## src/rtl/calc_cmd_sequencer.sv

```systemverilog
// Front-end for the 8-bit accumulator calculator: debounces the go button, queues
// {op, operand} on each press and issues them one at a time to the datapath.
`timescale 1ns/1ps

module calc_cmd_sequencer #(
  parameter logic [23:0] DEBOUNCE_CYCLES = 24'd10_000_000,
  parameter int unsigned FIFO_DEPTH      = 4
) (
  input  logic                          clk,
  input  logic                          rst_n,
  input  logic                          btn_go,
  input  logic [1:0]                    op_sel,
  input  logic [7:0]                    operand,
  input  logic                          run,
  input  logic                          flush,
  input  logic [7:0]                    dp_result,
  output logic                          exec_en,
  output logic [1:0]                    exec_op,
  output logic [7:0]                    exec_operand,
  output logic [7:0]                    result,
  output logic                          busy,
  output logic [$clog2(FIFO_DEPTH):0]   queue_count,
  output logic                          overflow_err
);

  localparam int unsigned PTR_W = $clog2(FIFO_DEPTH);
  localparam int unsigned CNT_W = PTR_W + 1;
  localparam logic [CNT_W-1:0] FULL_CNT = CNT_W'(FIFO_DEPTH);

  typedef enum logic [1:0] {ST_IDLE, ST_ISSUE, ST_WAIT} state_t;

  typedef struct packed {
    logic [1:0] op;
    logic [7:0] operand;
  } cmd_t;

  logic              sync1_q, sync2_q;
  logic              db_q, db_d;
  logic [23:0]       db_cnt_q, db_cnt_d;
  logic              push_ev, push_req, push_ok, pop;
  logic [PTR_W-1:0]  wr_ptr_q, rd_ptr_q;
  logic [CNT_W-1:0]  count_q;
  logic              overflow_q;
  cmd_t              mem_q [FIFO_DEPTH];
  cmd_t              head;
  cmd_t              exec_cmd_q;
  logic [7:0]        result_q;
  state_t            state_q, state_d;
  logic              load_cmd;

  // NOTE: non-blocking assignments make sync2_q take the old sync1_q, giving a true two-stage shift.
  always_ff @(posedge clk or negedge rst_n) begin
    if (!rst_n) begin
      sync1_q  <= 1'b0;
      sync2_q  <= 1'b0;
      db_q     <= 1'b0;
      db_cnt_q <= '0;
    end else begin
      sync1_q  <= btn_go;
      sync2_q  <= sync1_q;
      db_q     <= db_d;
      db_cnt_q <= db_cnt_d;
    end
  end

  // NOTE: every output of a combinational block gets a default first so no latch is inferred.
  always_comb begin
    db_d     = db_q;
    db_cnt_d = '0;
    if (sync2_q != db_q) begin
      if (db_cnt_q >= DEBOUNCE_CYCLES - 24'd1) begin
        db_d = sync2_q;
      end else if (db_cnt_q != '1) begin
        db_cnt_d = db_cnt_q + 24'd1;
      end else begin
        db_cnt_d = db_cnt_q;
      end
    end
  end

  // Press event fires in the cycle the debounced level commits its rise.
  assign push_ev  = db_d & ~db_q;
  assign push_req = push_ev & ~flush;
  assign pop      = (state_q == ST_ISSUE) & ~flush;
  assign push_ok  = push_req & ((count_q != FULL_CNT) | pop);
  assign head     = mem_q[rd_ptr_q];

  always_ff @(posedge clk or negedge rst_n) begin
    if (!rst_n) begin
      wr_ptr_q   <= '0;
      rd_ptr_q   <= '0;
      count_q    <= '0;
      overflow_q <= 1'b0;
    end else if (flush) begin
      wr_ptr_q   <= '0;
      rd_ptr_q   <= '0;
      count_q    <= '0;
      overflow_q <= 1'b0;
    end else begin
      if (push_ok) wr_ptr_q <= wr_ptr_q + PTR_W'(1);
      if (pop)     rd_ptr_q <= rd_ptr_q + PTR_W'(1);
      if (push_ok && !pop)      count_q <= count_q + CNT_W'(1);
      else if (pop && !push_ok) count_q <= count_q - CNT_W'(1);
      if (push_req && !push_ok) overflow_q <= 1'b1;
    end
  end

  // NOTE: queue storage has no reset; an entry is only read after the pointers say it was written.
  always_ff @(posedge clk) begin
    if (push_ok) mem_q[wr_ptr_q] <= '{op: op_sel, operand: operand};
  end

  always_comb begin
    state_d  = state_q;
    load_cmd = 1'b0;
    if (flush) begin
      state_d = ST_IDLE;
    end else begin
      case (state_q)
        ST_IDLE: begin
          if (count_q != '0 && run) begin
            state_d  = ST_ISSUE;
            load_cmd = 1'b1;
          end
        end
        ST_ISSUE: state_d = ST_WAIT;
        ST_WAIT:  state_d = ST_IDLE;
        default:  state_d = ST_IDLE;
      endcase
    end
  end

  always_ff @(posedge clk or negedge rst_n) begin
    if (!rst_n) begin
      state_q    <= ST_IDLE;
      exec_cmd_q <= '0;
      result_q   <= '0;
    end else begin
      state_q <= state_d;
      if (load_cmd) exec_cmd_q <= head;
      // The datapath settled at the close of ISSUE, so WAIT sees the new accumulator.
      if (state_q == ST_WAIT && !flush) result_q <= dp_result;
    end
  end

  assign exec_en      = (state_q == ST_ISSUE) & ~flush;
  assign exec_op      = exec_cmd_q.op;
  assign exec_operand = exec_cmd_q.operand;
  assign result       = result_q;
  assign busy         = (state_q != ST_IDLE) | (count_q != '0);
  assign queue_count  = count_q;
  assign overflow_err = overflow_q;

endmodule
```

## config.mk

```make
export PLATFORM = sky130hd
export DESIGN_NAME = calc_cmd_sequencer
export DESIGN_NICKNAME = d
export VERILOG_FILES = /design/src/rtl/calc_cmd_sequencer.sv
export SDC_FILE = /design/constraint.sdc
export NUM_CORES = 1
export LEC_CHECK = 0
export CAP_MARGIN = 20
export CORE_MARGIN = 1.5
export CORE_UTILIZATION = 50
export DETAILED_ROUTE_END_ITERATION = 10
export PLACE_DENSITY = 0.76
export SYNTH_ARGS = -nofsm -noshare
export SYNTH_HDL_FRONTEND = slang
export SYNTH_SLANG_ARGS = --single-unit
```

## constraint.sdc

```tcl
create_clock -name clk -period 2.9 [get_ports clk]
set_clock_uncertainty 0.15 [all_clocks]
set_input_delay 0.58 -clock clk [delete_from_list [all_inputs] [get_ports clk]]
set_output_delay 0.58 -clock clk [all_outputs]
set_load 0.02 [all_outputs]
```

# Word-level counts from Yosys, hierarchy flattened
# Memory sizes are Yosys's and may differ from the RTL's. A register that Yosys moved wholly into a read port is not among the register bits.
# Index checks and enable logic that the tools add are counted.
[totals]
regBits = 45
latch_bits = 0
ramBits = 40
romBits = 0
input_bits = 23
n_memories = 1
[op_classes]
add_sub_neg = 5
n_mul = 0
n_div = 0
n_lt_le_gt_ge = 1
eq_ne = 7
shifts = 0
n_mux = 22
bitwise = 8
reduce_logical = 16
[memory_table]
columns = ["memory", "depth", "width", "rd", "rd_clocked_by_memory_dff", "write_ports", "line", "source"]
rows = [
  ["mem_q", 4, 10, 1, 1, 1, "44", "cmd_t mem_q [FIFO_DEPTH];"],
]
[ops]
columns = ["operator", "count"]
rows = [
  ["two-way mux 24 bit", 3],
  ["adder 24 x 1 -> 24 bit, second input constant", 1],
  ["greater-or-equal comparator 24 bit, second input constant", 1],
  ["!= test 24 bit, second input constant", 1],
  ["two-way mux 2 bit", 6],
  ["two-way mux 1 bit", 9],
  ["two-way mux 3 bit", 3],
  ["nonzero test 2 bit", 4],
  ["!= test 3 bit, second input constant", 2],
  ["nonzero test 3 bit", 2],
  ["logical AND 1 bit", 5],
  ["adder 2 x 1 -> 2 bit, second input constant", 2],
  ["AND 1 bit", 4],
  ["zero test 1 bit", 4],
  ["one-hot mux 2 bit (2 select lines)", 1],
  ["adder 3 x 1 -> 3 bit, second input constant", 1],
  ["!= test 3 x 1 -> 1 bit, second input constant", 1],
  ["subtractor 3 x 1 -> 3 bit, second input constant", 1],
  ["== test 2 x 1 -> 1 bit, second input constant", 1],
  ["== test 2 bit, second input constant", 1],
  ["zero test 2 bit", 1],
  ["NOT 1 bit", 2],
  ["bitwise OR 1 bit", 2],
  ["!= test 1 bit", 1],
]

# Depth between registers and ports, before layout
# Gate-level depths: netlist of the first run.
[logic_depth]
depth_word = 11
mapped_depth = 10

# Least setup slack after synthesis of the first run
# OpenSTA, ideal clock, no wires.
[synth_path]
kind = "register -> register"
start = "register db_cnt_q[18]"
end = "register count_q[2], in the netlist queue_count[2]"
arrival_time_ns = 2.816
setup_slack_ns = -0.207
stages_incl_launch_ff = 10
n_path_buf = 0
synth_period_minus_slack_ns = 3.107
cell_sequence = "dfrtp_1 > or3_1 > a311o_1 > a22o_4 > o211ai_2 > nor3_1 > fa_1 > or3_1 > mux2i_1 > a221oi_2"
[synth_between]
elab_chain_cells = 9
[synth_lines]
columns = ["item", "line", "source"]
rows = [
  ["start: declaration", "39", "logic [23:0] db_cnt_q, db_cnt_d;"],
  ["start signal: assignment", "62", "db_cnt_q <= db_cnt_d;"],
  ["greater-or-equal comparator 24 bit *", "71", "if (db_cnt_q >= DEBOUNCE_CYCLES - 24'd1) begin"],
  ["two-way mux 1 bit *", "71", ""],
  ["two-way mux 1 bit *", "70", "if (sync2_q != db_q) begin"],
  ["AND 1 bit *", "82", "assign push_ev = db_d & ~db_q;"],
  ["AND 1 bit *", "83", "assign push_req = push_ev & ~flush;"],
  ["AND 1 bit *", "85", "assign push_ok = push_req & ((count_q != FULL_CNT) | pop);"],
  ["logical AND 1 bit or zero test 1 bit (tied branches)", "102, 103", ""],
  ["two-way mux 3 bit or logical AND 1 bit (tied branches)", "102, 103", ""],
  ["two-way mux 3 bit or nonzero test 3 bit (tied branches)", "--", ""],
  ["end signal: assignment", "102", "if (push_ok && !pop) count_q <= count_q + CNT_W'(1);"],
  ["end signal: assignment", "103", "else if (pop && !push_ok) count_q <= count_q - CNT_W'(1);"],
  ["end: declaration", "42", "logic [CNT_W-1:0] count_q;"],
]
# Mark *: on every way between the ends. The rest lies on a longest branch, timed or not.
# A chain may end at the register's enable or synchronous reset.

# Worst setup path after layout of the first run
# Same ends and word-level chain as after synthesis.

==> results of run 1 <==
==> worst reg2reg max path, cell delays in order, from the launching register on <==
cell and delay [ps]:
sky130_fd_sc_hd__dfrtp_1 390, sky130_fd_sc_hd__or3_4 390, sky130_fd_sc_hd__a311o_1 280, sky130_fd_sc_hd__a22o_4 270, sky130_fd_sc_hd__o211ai_4 190, sky130_fd_sc_hd__nor3_2 60
sky130_fd_sc_hd__fa_2 360, sky130_fd_sc_hd__or3_1 370, sky130_fd_sc_hd__mux2i_1 160, sky130_fd_sc_hd__a221oi_2 90
==> synthesized netlist by cell type (3+ instances only) <==
cell type,n
sky130_fd_sc_hd__xnor2_1,8
sky130_fd_sc_hd__dfrtp_1,55
sky130_fd_sc_hd__or3_1,3
sky130_fd_sc_hd__buf_2,3
sky130_fd_sc_hd__and3_1,4
sky130_fd_sc_hd__mux2i_1,4
sky130_fd_sc_hd__xor2_1,17
sky130_fd_sc_hd__nand4_1,8
sky130_fd_sc_hd__nor2_1,39
sky130_fd_sc_hd__mux2_2,18
sky130_fd_sc_hd__nor3b_1,6
sky130_fd_sc_hd__nand2_1,17
sky130_fd_sc_hd__clkbuf_1,6
sky130_fd_sc_hd__nand3_1,15
sky130_fd_sc_hd__and4_1,3
sky130_fd_sc_hd__edfxtp_1,40
sky130_fd_sc_hd__mux4_2,10
sky130_fd_sc_hd__nor3_1,6
sky130_fd_sc_hd__ha_1,5
sky130_fd_sc_hd__inv_1,7
==> area by class of cell <==
type	count	area, um2
fillers	589	2790
inverters	7	26.3
clock inverters	6	57.6
repair buffers	66	606
multi-input cells	190	1520
clock buffers	10	138
well taps	102	128
flip-flops and latches	95	2580
==> how the worst max path moves through the flow <==
| stage | startpoint | end | slack [ps] | depth (start not counted) |
|---|---|---|---|---|
| floorplan | db_cnt_q[18] | queue_count[2] | -160 | 9 |
| global placement | db_cnt_q[18] | queue_count[2] | -50 | 9 |
| detailed placement | db_cnt_q[18] | queue_count[2] | -100 | 9 |
| CTS | db_cnt_q[18] | queue_count[2] | 4 | 9 |
| global route | db_cnt_q[18] | queue_count[1] | -20 | 9 |
| finish | db_cnt_q[18] | queue_count[2] | 80 | 9 |
==> registers in the layout, indices dropped and copies added, names as in the netlist, 3 cells and up <==
register	count
db_cnt_q	24
exec_operand	8
result	8
mem_q	40
queue_count	3
==> logic make-up (layout without fill, tap and decap cells) <==
| logic type | Yosys count | count (layout) | synth area share |
|---|---|---|---|
| AOI/OAI and AO/OA | 15 | 15 | 0.0360 |
| xor gates and xnor gates | 25 | 25 | 0.0530 |
| adders and majority gates | 6 | 6 | 0.0200 |
| buffers and inverters | 17 | 89 | 0.0163 |
| DFF | 95 | 95 | 0.624 |
| muxes | 33 | 33 | 0.116 |
| and+or+nand+nor | 111 | 111 | 0.135 |
==> metal layers <==
metal  wire (um)  global-route usage
met4         150              0.0958
met2        3720               0.304
met1        3360               0.247
met3         434              0.0437
met5           0                   0
==> power groups by stage <==
| stage | combinational [mW] | clock, mW | sequential, mW |
|---|---|---|---|
| after floorplan | 0.0818 | 0 | 1.65 |
| after global placement | 0.396 | 0 | 1.55 |
| after detailed placement | 0.403 | 0 | 1.56 |
| after CTS | 0.405 | 0.884 | 1.53 |
| after global routing | 0.427 | 0.947 | 1.54 |
| final | 0.398 | 0.855 | 1.53 |
==> repair_timing <==
action	in CTS	in global routing
gates cloned	0	0
setup endpoints to repair	1	2
setup buffers	0	2
pin swaps	2	2
resized for setup	1	4
==> stage by stage <==
| step | worst slack, ps | utilization | instances | power (mW) |
|---|---|---|---|---|
| global placement | -51.0 | 0.614 | 458 | 1.95 |
| CTS | 3.81 | 0.639 | 474 | 2.82 |
| finish | 76.6 | 0.644 | 476 | 2.78 |
| global route | -17.8 | 0.644 | 476 | 2.91 |
| floorplan | -164 | - | 302 | 1.73 |
| detailed placement | -99.4 | 0.614 | 458 | 1.96 |
==> out/metrics.cfg, run 1 <==
[run_status]
outcome=finished clean

[synthesis]
post_synth_num_cell_types=45
yosys.area.top_type_share=0.333
syn-instance-count=302
share_of_synthesized_flip_flops_with_an_asynchronous_set_or_reset=0.579
synth_seq_area_share=0.624
syn_area_per_cell_um2=13.7
dominantRegCellSynth=sky130_fd_sc_hd__dfrtp_1
synth_enable_flop_cells=40
netlist_area_um2=4130
yosys.area.top_type=sky130_fd_sc_hd__dfrtp_1
synthTopCellsByArea=sky130_fd_sc_hd__dfrtp_1 33%, sky130_fd_sc_hd__edfxtp_1 29%, sky130_fd_sc_hd__mux4_2 5.4%
synth.ff_latch_count=95
syn_nets=331
total_of_warnings_raised_by_yosys=0

[power_and_ir_drop]
powerDensity_nw_per_um2=550
net-switching-power_mw=0.730
netSwitchingFraction=0.262
combinationalPowerShare=0.143
sequential_cell_fraction_of_total_power=0.549
intPower_mw=2.05
power_frac_clock=0.307
irDropWorstVdd_mv=0.344
total_leakage_power_nw=2.02

[floorplanning]
die-height_um=93.9
chipWidth_um=93.9
floorplan.core_area_um2=7850
die_area_um2=8820
total_number_of_placement_rows=32
top_level_ports=47
start_util=0.527

[timing]
grt_setup_unrepaired=true
finalHoldViolCount=0
drv_slew=0
tns_ps=0
final_min_period_over_clock_period=0.974
worst_pin_slew_ps=748
fin_worst_hold_slack_ps=182
relSlewSlack=0.501
final_setup_violations=0
period_needed_ps=2820
max_freq_mhz=354

[routing]
num_vias=2591
drt-pass1-iter-count=4
drtAntennaViolNets=0
detailedRoute.firstIterationViolations=115
drt-total-wl_mm=7.67
detail_route.drc_violations=0
detail_route.vias_per_cell=5.44
route.detailed.wl_per_inst_um=16.1

[critical_path]
r2r-end=queue_count[2]
path_delay_family=compound AO/OA/AOI/OAI gates
critPathCaptureType=flop
count_of_buffer_and_inverter_cells_on_the_critical_path=0
timing.critical_path.arrival_ps=2920
max_stage_delay_ps=390
cp.required_ps=2990
master_of_the_slowest_instance_on_the_critical_path=sky130_fd_sc_hd__dfrtp_1
criticalPathCategory=flop to flop
cell_chain_of_the_critical_path=or3_4, a311o_1, a22o_4, o211ai_4, nor3_2, fa_2, or3_1, mux2i_1, a221oi_2
start_kind=flop
launch_point_of_the_worst_reg_to_reg_path=db_cnt_q[18]
reg2regPathDepth=9
crit_path_max_fanout=4
setup.reg_to_reg.worst_slack_ps=80

[cells_and_area]
design.final.nets=398
layout_common_cells=55 x sky130_fd_sc_hd__dfrtp_1, 45 x sky130_fd_sc_hd__clkdlybuf4s50_1, 40 x sky130_fd_sc_hd__edfxtp_1
commonest_non_fill_non_tap_cell_in_the_layout=sky130_fd_sc_hd__dfrtp_1
synthToLayoutAreaGrowth_pct=22.3
drive_above_1_share=0.206
fin_area_um2=5050
count_of_inserted_antenna_diode_cells=0

[placed_design]
placement.cell_area_um2=4820
port_buffers=46
place.detailed.hpwl_mm=5.25
finalWeightedCongestion=0.883

[clock_tree]
cts_root_buf=sky130_fd_sc_hd__clkbuf_8
cts_tree=yes
cts_made_buffers=9
clock_tree.buffer_depth=2
hold_buffer_count_at_cts=0
cts_clk_pin_slew_worst_paths_ps=100
clk_latency_ps=370
cts.sink_count=95
cts-htree-levels=3

[global_routing]
number_of_global_route_vias_before_repair=2585
first_pass_grt_wire_length_mm=12.4
grt.total_usage=0.191
globalRoute.totalOverflow=0
grt_start_max_net_pins=56
antenna_violations_before_repair=0

[worst_hold_path]
holdCritPathClass=input pin to async pin

[run]
drv_cap=0

No activity file was read; power rests on OpenSTA's default activity.
==> run 2, diff against run 1 <==
--- a/config.mk
+++ b/config.mk
@@ -6,10 +6,11 @@
 export NUM_CORES = 1
 export LEC_CHECK = 0
 export CAP_MARGIN = 20
-export CORE_MARGIN = 1.5
-export CORE_UTILIZATION = 50
+export CORE_MARGIN = 10
+export CORE_UTILIZATION = 59
 export DETAILED_ROUTE_END_ITERATION = 10
-export PLACE_DENSITY = 0.76
+export PLACE_DENSITY = 0.84
+export SETUP_SLACK_MARGIN = 0.4
 export SYNTH_ARGS = -nofsm -noshare
 export SYNTH_HDL_FRONTEND = slang
 export SYNTH_SLANG_ARGS = --single-unit
==> constraint.sdc (replaced) <==
create_clock -name clk -period 3.4 [get_ports clk]
set_clock_uncertainty 0.15 [all_clocks]
set_input_delay 0.68 -clock clk [delete_from_list [all_inputs] [get_ports clk]]
set_output_delay 0.68 -clock clk [all_outputs]
set_load 0.02 [all_outputs]
==> run 2 against run 1 <==
Net effect:
- combinational power fell by 12%
- critical path depth did not move
- hold slack got worse by 50 ps
- critical path type unchanged
- sequential share of layout area rose by 0.63 points
- cell area fell by 1.2%
- clock power fell by 20%
- critical endpoint unchanged
- register-to-register slack improved by 350 ps
- largest cell class unchanged
- count of clock-buffer cells in the layout did not move
- first-iteration DRC count rose by 91%
- non-clock buffer count fell by 6
- sequential cell count did not move
==> out/metrics.cfg, run 2 (synthesized netlist as in run 1, its figures left out) <==
[power_and_ir_drop]
powerDensity_nw_per_um2=467  ; -15%
irDropWorstVdd_mv=0.322  ; -6.3%
totalPowerFinal_mw=2.33  ; -16%
total_leakage_power_nw=1.97  ; -2.4%

[timing]
drv_slew=0  ; unchanged
finalHoldViolCount=0  ; unchanged
relSlewSlack=0.458  ; -0.0426
tns_ps=0  ; unchanged
grt_setup_unrepaired=true
fin_worst_hold_slack_ps=132  ; -50.4 ps
worst_pin_slew_ps=807  ; +58.5 ps
max_freq_mhz=337  ; -4.9%
final_setup_violations=0  ; unchanged
period_needed_ps=2970  ; +146 ps
setup_slack_ps=430  ; +354 ps
final_min_period_over_clock_period=0.873  ; -0.100

[cells_and_area]
largest_reg_flops=40  ; unchanged
design.final.nets=392  ; -1.5%
layout_common_cells=55 x sky130_fd_sc_hd__dfrtp_1, 45 x sky130_fd_sc_hd__clkdlybuf4s50_1, 40 x sky130_fd_sc_hd__edfxtp_1
registers_with_the_most_flip_flops=mem_q (40), db_cnt_q (24)
drive_above_1_share=0.193  ; -0.0129
final_util=0.735  ; +0.0908
commonest_non_fill_non_tap_cell_in_the_layout=sky130_fd_sc_hd__dfrtp_1
synthToLayoutAreaGrowth_pct=20.8
layout.filler_cells=430  ; -27%
count_of_inserted_antenna_diode_cells=0  ; unchanged
max_flop_register=mem_q

[global_routing]
grt-busiest-layer=met2
number_of_global_route_vias_before_repair=2757  ; +6.7%
grt.total_usage=0.156  ; -0.0351
grt.met1_usage=0.198  ; -0.0493
globalRoute.totalOverflow=0  ; unchanged
met3_grt_util=0.0328  ; -0.0109
grt_start_max_net_pins=34  ; -39%
gr-usage-met2=0.253  ; -0.0506
first_pass_grt_wire_length_mm=13.7  ; +9.9%
antenna_violations_before_repair=0  ; unchanged

[critical_path]
cpMostUsedCell=sky130_fd_sc_hd__or3_4
max_stage_delay_ps=440  ; +50 ps
timing.critical_path.arrival_ps=3060  ; +140 ps
setup.reg_to_reg.worst_slack_ps=430  ; +350 ps
cell_chain_of_the_critical_path=or3_4, a311o_1, a22o_4, o211ai_4, nor3_2, fa_2, or3_4, mux2i_1, a221oi_2
crit_path_max_fanout=4  ; unchanged
start_kind=flop
criticalPathCategory=flop to flop
critPathCaptureType=flop
count_of_buffer_and_inverter_cells_on_the_critical_path=0  ; unchanged
master_of_the_slowest_instance_on_the_critical_path=sky130_fd_sc_hd__dfrtp_1
cp.required_ps=3490  ; +500 ps
path_delay_family=simple AND/OR/NAND/NOR gates

[routing]
num_vias=2621  ; +1.2%
route.detailed.wl_per_inst_um=17.7  ; +10%
detail_route.drc_violations=0  ; unchanged
drtAntennaViolNets=0  ; unchanged
detailedRoute.firstIterationViolations=220  ; +91%
drt-pass1-iter-count=4  ; unchanged
drt-total-wl_mm=8.24  ; +7.4%
detail_route.vias_per_cell=5.65  ; +3.8%

[placed_design]
post-place-ws_ps=182  ; +281 ps
port_buffers=46  ; unchanged
place.detailed.hpwl_mm=5.69  ; +8.5%
finalWeightedCongestion=0.843  ; -4.6%

[clock_tree]
cts_root_buf=sky130_fd_sc_hd__clkbuf_8
hold_buffer_count_at_cts=0  ; unchanged
cts_clk_pin_slew_worst_paths_ps=90  ; about the same
cts.sink_count=95  ; unchanged
cts-htree-levels=3  ; unchanged
cts_made_buffers=9  ; unchanged
cts_tree=yes
clk_latency_ps=360  ; about the same
clock_tree.buffer_depth=2  ; unchanged

[floorplanning]
start_util=0.608  ; +0.0817
chipWidth_um=104  ; +10%
floorplan.core_area_um2=6790  ; -13%
total_number_of_placement_rows=30  ; -6.3%
top_level_ports=47  ; unchanged
die_area_um2=10800  ; +22%
die-height_um=104  ; +10%

[run_status]
outcome=finished clean

[run]
drv_cap=0  ; unchanged

[worst_hold_path]
holdCritPathClass=input pin to async pin

run 2: changes by cell type in the layout (fill, tap and decap cells not counted), sizes merged:
cell,before,now
buf,21,15
clkinvlp,0,3
inv,12,10
clkinv,1,0
run 2: power by group:
group          switching [mW]  internal [mW]
Combinational           0.169          0.181
Clock                   0.402          0.279
Sequential             0.0398           1.26
Total                   0.610           1.72
run 2: area by class of cell:
class	count	area (um2)	share of cell area
Clock inverter	6	53.8	0.0108
Multi-Input combinational cell	190	1530	0.306
Inverter	7	26.3	0.00526
Clock buffer	10	128	0.0256
Tap cell	96	120	0.0241
Sequential cell	95	2580	0.516
Timing Repair Buffer	60	561	0.112
run 2: repair_timing:
action	4_1_cts	5_1_grt
gates resized for setup	3	3
endpoints found under the setup margin	2	2
pin swaps	1	3
gates cloned	0	0
buffers inserted	1	4
run 2: path summary, 6_finish.rpt:
kind,startpoint,to,depth (start not counted)
max,db_cnt_q[16],queue_count[2],9
min,rst_n,db_cnt_q[8],1
max reg2reg,db_cnt_q[16],queue_count[2],9
min reg2reg,sync1_q,sync2_q,0
max in group asynchronous,rst_n,wr_ptr_q[0],2
min in group clk,sync1_q,sync2_q,0
run 2: through the flow:
step,std cells,instance area [um2]
after floorplan,302,4140
after global placement,443,4740
after detailed placement,443,4740
after CTS,460,4950
after global routing,464,4990
final,464,4990
run 2: per-layer routing:
metal,share of wire,wire length [um]
met1,0.43,3580
met2,0.50,4080
met3,0.055,451
met4,0.014,118
met5,0,0
==> run 3, diff against run 2 <==
--- a/config.mk
+++ b/config.mk
@@ -6,10 +6,10 @@
 export NUM_CORES = 1
 export LEC_CHECK = 0
 export CAP_MARGIN = 20
-export CORE_MARGIN = 10
-export CORE_UTILIZATION = 59
+export CORE_UTILIZATION = 30
+export CTS_BUF_LIST = sky130_fd_sc_hd__clkbuf_8 sky130_fd_sc_hd__clkbuf_16
 export DETAILED_ROUTE_END_ITERATION = 10
-export PLACE_DENSITY = 0.84
+export PLACE_DENSITY = 0.49
 export SETUP_SLACK_MARGIN = 0.4
 export SYNTH_ARGS = -nofsm -noshare
 export SYNTH_HDL_FRONTEND = slang
==> run 3 against run 2 <==
Net effect:
- die area grew 33%
- sequential share of layout area down 2.4 points
- utilization fell by 34 points
- sequential power barely moved
- setup slack gained 57 ps
- combinational power shrank 2%
- hold slack lost 64 ps
- first-iteration DRC count fell by 59%
- sequential cell count unchanged
==> out/metrics.cfg, run 3 (synthesized netlist as in run 1, its figures left out) <==
[run_status]
outcome=finished clean

[placed_design]
place.detailed.hpwl_mm=5.54  ; -2.8%
finalWeightedCongestion=0.779  ; -7.5%
port_buffers=46  ; unchanged
post-place-ws_ps=312  ; +130 ps
placement.cell_area_um2=4870  ; +2.6%

[cells_and_area]
fin_area_um2=5230  ; +4.8%
design.final.nets=396  ; +1.0%
count_of_inserted_antenna_diode_cells=0  ; unchanged
registers_with_the_most_flip_flops=mem_q (40), db_cnt_q (24)
largest_reg_flops=40  ; unchanged
commonest_non_fill_non_tap_cell_in_the_layout=sky130_fd_sc_hd__dfrtp_1
max_flop_register=mem_q
layout_common_cells=55 x sky130_fd_sc_hd__dfrtp_1, 45 x sky130_fd_sc_hd__clkdlybuf4s50_1, 40 x sky130_fd_sc_hd__edfxtp_1
final_util=0.392  ; -0.343
layout.filler_cells=1286  ; +200%
synthToLayoutAreaGrowth_pct=26.6
drive_above_1_share=0.202  ; +0.00868

[timing]
relSlewSlack=0.485  ; +0.0263
finalHoldViolCount=0  ; unchanged
drv_slew=0  ; unchanged
tns_ps=0  ; unchanged
final_setup_violations=0  ; unchanged
final_min_period_over_clock_period=0.857  ; -0.0169
period_needed_ps=2910  ; -57.3 ps
grt_setup_unrepaired=false
worst_pin_slew_ps=768  ; -39.2 ps
setup_slack_ps=488  ; +57.3 ps
max_freq_mhz=343  ; +2.0%

[worst_hold_path]
holdCritPathClass=input pin to async pin

[power_and_ir_drop]
irDropWorstVdd_mv=0.272  ; -15%
powerDensity_nw_per_um2=504  ; +7.8%
total_leakage_power_nw=2.05  ; +3.9%

[floorplanning]
top_level_ports=47  ; unchanged
die-height_um=119  ; +15%
die_area_um2=14200  ; +33%
floorplan.core_area_um2=13300  ; +96%
total_number_of_placement_rows=42  ; +40%
start_util=0.310  ; -0.299
chipWidth_um=119  ; +15%

[global_routing]
number_of_global_route_vias_before_repair=2645  ; -4.1%
first_pass_grt_wire_length_mm=14.0  ; +2.4%
grt_start_max_net_pins=24  ; -29%
globalRoute.totalOverflow=0  ; unchanged
antenna_violations_before_repair=0  ; unchanged
grt.total_usage=0.131  ; -0.0246

[routing]
detailedRoute.firstIterationViolations=91  ; -59%
drt-total-wl_mm=8.43  ; +2.3%
drt-pass1-iter-count=4  ; unchanged
drtAntennaViolNets=0  ; unchanged
detail_route.vias_per_cell=4.71  ; -17%
num_vias=2582  ; -1.5%
route.detailed.wl_per_inst_um=15.4  ; -13%
detail_route.drc_violations=0  ; unchanged

[critical_path]
crit_path_max_fanout=4  ; unchanged
critPathCaptureType=flop
cp.required_ps=3480  ; about the same
launch_point_of_the_worst_reg_to_reg_path=db_cnt_q[18]
reg2regPathDepth=9  ; unchanged
r2r-end=queue_count[2]
criticalPathCategory=flop to flop
setup.reg_to_reg.worst_slack_ps=490  ; +60 ps
timing.critical_path.arrival_ps=3000  ; -60 ps
start_kind=flop

[clock_tree]
cts-htree-levels=3  ; unchanged
clk_latency_ps=360  ; about the same
cts.sink_count=95  ; unchanged
cts_clk_pin_slew_worst_paths_ps=70  ; -20 ps
cts_made_buffers=9  ; unchanged
cts_root_buf=sky130_fd_sc_hd__clkbuf_16
cts_tree=yes
clock_tree.buffer_depth=2  ; unchanged

[run]
drv_cap=0  ; unchanged

run 3: cell count changes in the layout (fill, tap and decap cells not counted), moves of 2 or more:
cell	change
sky130_fd_sc_hd__buf_4	+4
sky130_fd_sc_hd__clkbuf_16	+9
sky130_fd_sc_hd__clkbuf_8	-9
sky130_fd_sc_hd__clkinv_4	+2
sky130_fd_sc_hd__clkinvlp_4	-3
run 3: what timing repair did:
| action | 4_1_cts | 5_1_grt |
|---|---|---|
| hold buffers | 0 | 0 |
| pin swaps | 0 | 5 |
| gates resized for setup | 3 | 3 |
| endpoints found under the setup margin | 2 | 2 |
| setup buffers | 0 | 6 |
run 3: worst max-delay path, cell delays in order, from the launching register on:
cell,delay [ps]
sky130_fd_sc_hd__dfrtp_1,400
sky130_fd_sc_hd__or3_4,410
sky130_fd_sc_hd__a311o_1,290
sky130_fd_sc_hd__a22o_4,280
sky130_fd_sc_hd__o211ai_4,180
sky130_fd_sc_hd__nor3_2,70
sky130_fd_sc_hd__fa_2,390
sky130_fd_sc_hd__or3_1,360
sky130_fd_sc_hd__mux2i_1,170
sky130_fd_sc_hd__a221oi_2,90
run 3: report_power, final:
part	switching (mW)	total, mW	internal [mW]
Combinational	0.162	0.343	0.181
Clock	0.480	0.993	0.513
Sequential	0.0361	1.30	1.26
Total	0.678	2.64	1.96
run 3: area by class of cell:
| type | count | area [um2] | share of cell area |
|---|---|---|---|
| clock inverters | 7 | 62.6 | 0.0120 |
| flip-flops and latches | 95 | 2580 | 0.493 |
| clock buffers | 9 | 225 | 0.0430 |
| repair buffers | 64 | 591 | 0.113 |
| inverters | 7 | 26.3 | 0.00502 |
| well taps | 176 | 220 | 0.0421 |
| multi-input cells | 190 | 1530 | 0.292 |
run 3: routing by layer:
metal | vias up | global-route usage | share of wire
met3 | 13 | 0.0326 | 0.037
met5 | - | 0 | 0
met1 | 1293 | 0.178 | 0.51
met2 | 49 | 0.195 | 0.43
li1 | 1227 | - | -
met4 | 0 | 0.0656 | 0.022
run 3: worst max path at each step:
stage                            start        endpoint  slack [ps]  depth (start not counted)
after global placement    db_cnt_q[18]  queue_count[2]         390                          9
after global routing      db_cnt_q[18]  queue_count[2]         400                          9
after CTS                 db_cnt_q[18]  queue_count[2]         320                          9
after floorplan           db_cnt_q[18]  queue_count[2]         340                          9
final                     db_cnt_q[18]  queue_count[2]         490                          9
after detailed placement  db_cnt_q[18]  queue_count[2]         310                          9
run 3: through the flow:
| step | hold WS (ps) | instances | power, mW |
|---|---|---|---|
| after floorplan | 181 | 302 | 1.47 |
| after global routing | 87.5 | 548 | 2.75 |
| after CTS | 72.5 | 542 | 2.68 |
| after detailed placement | 192 | 526 | 1.67 |
| final | 67.3 | 548 | 2.64 |
| after global placement | 188 | 526 | 1.67 |
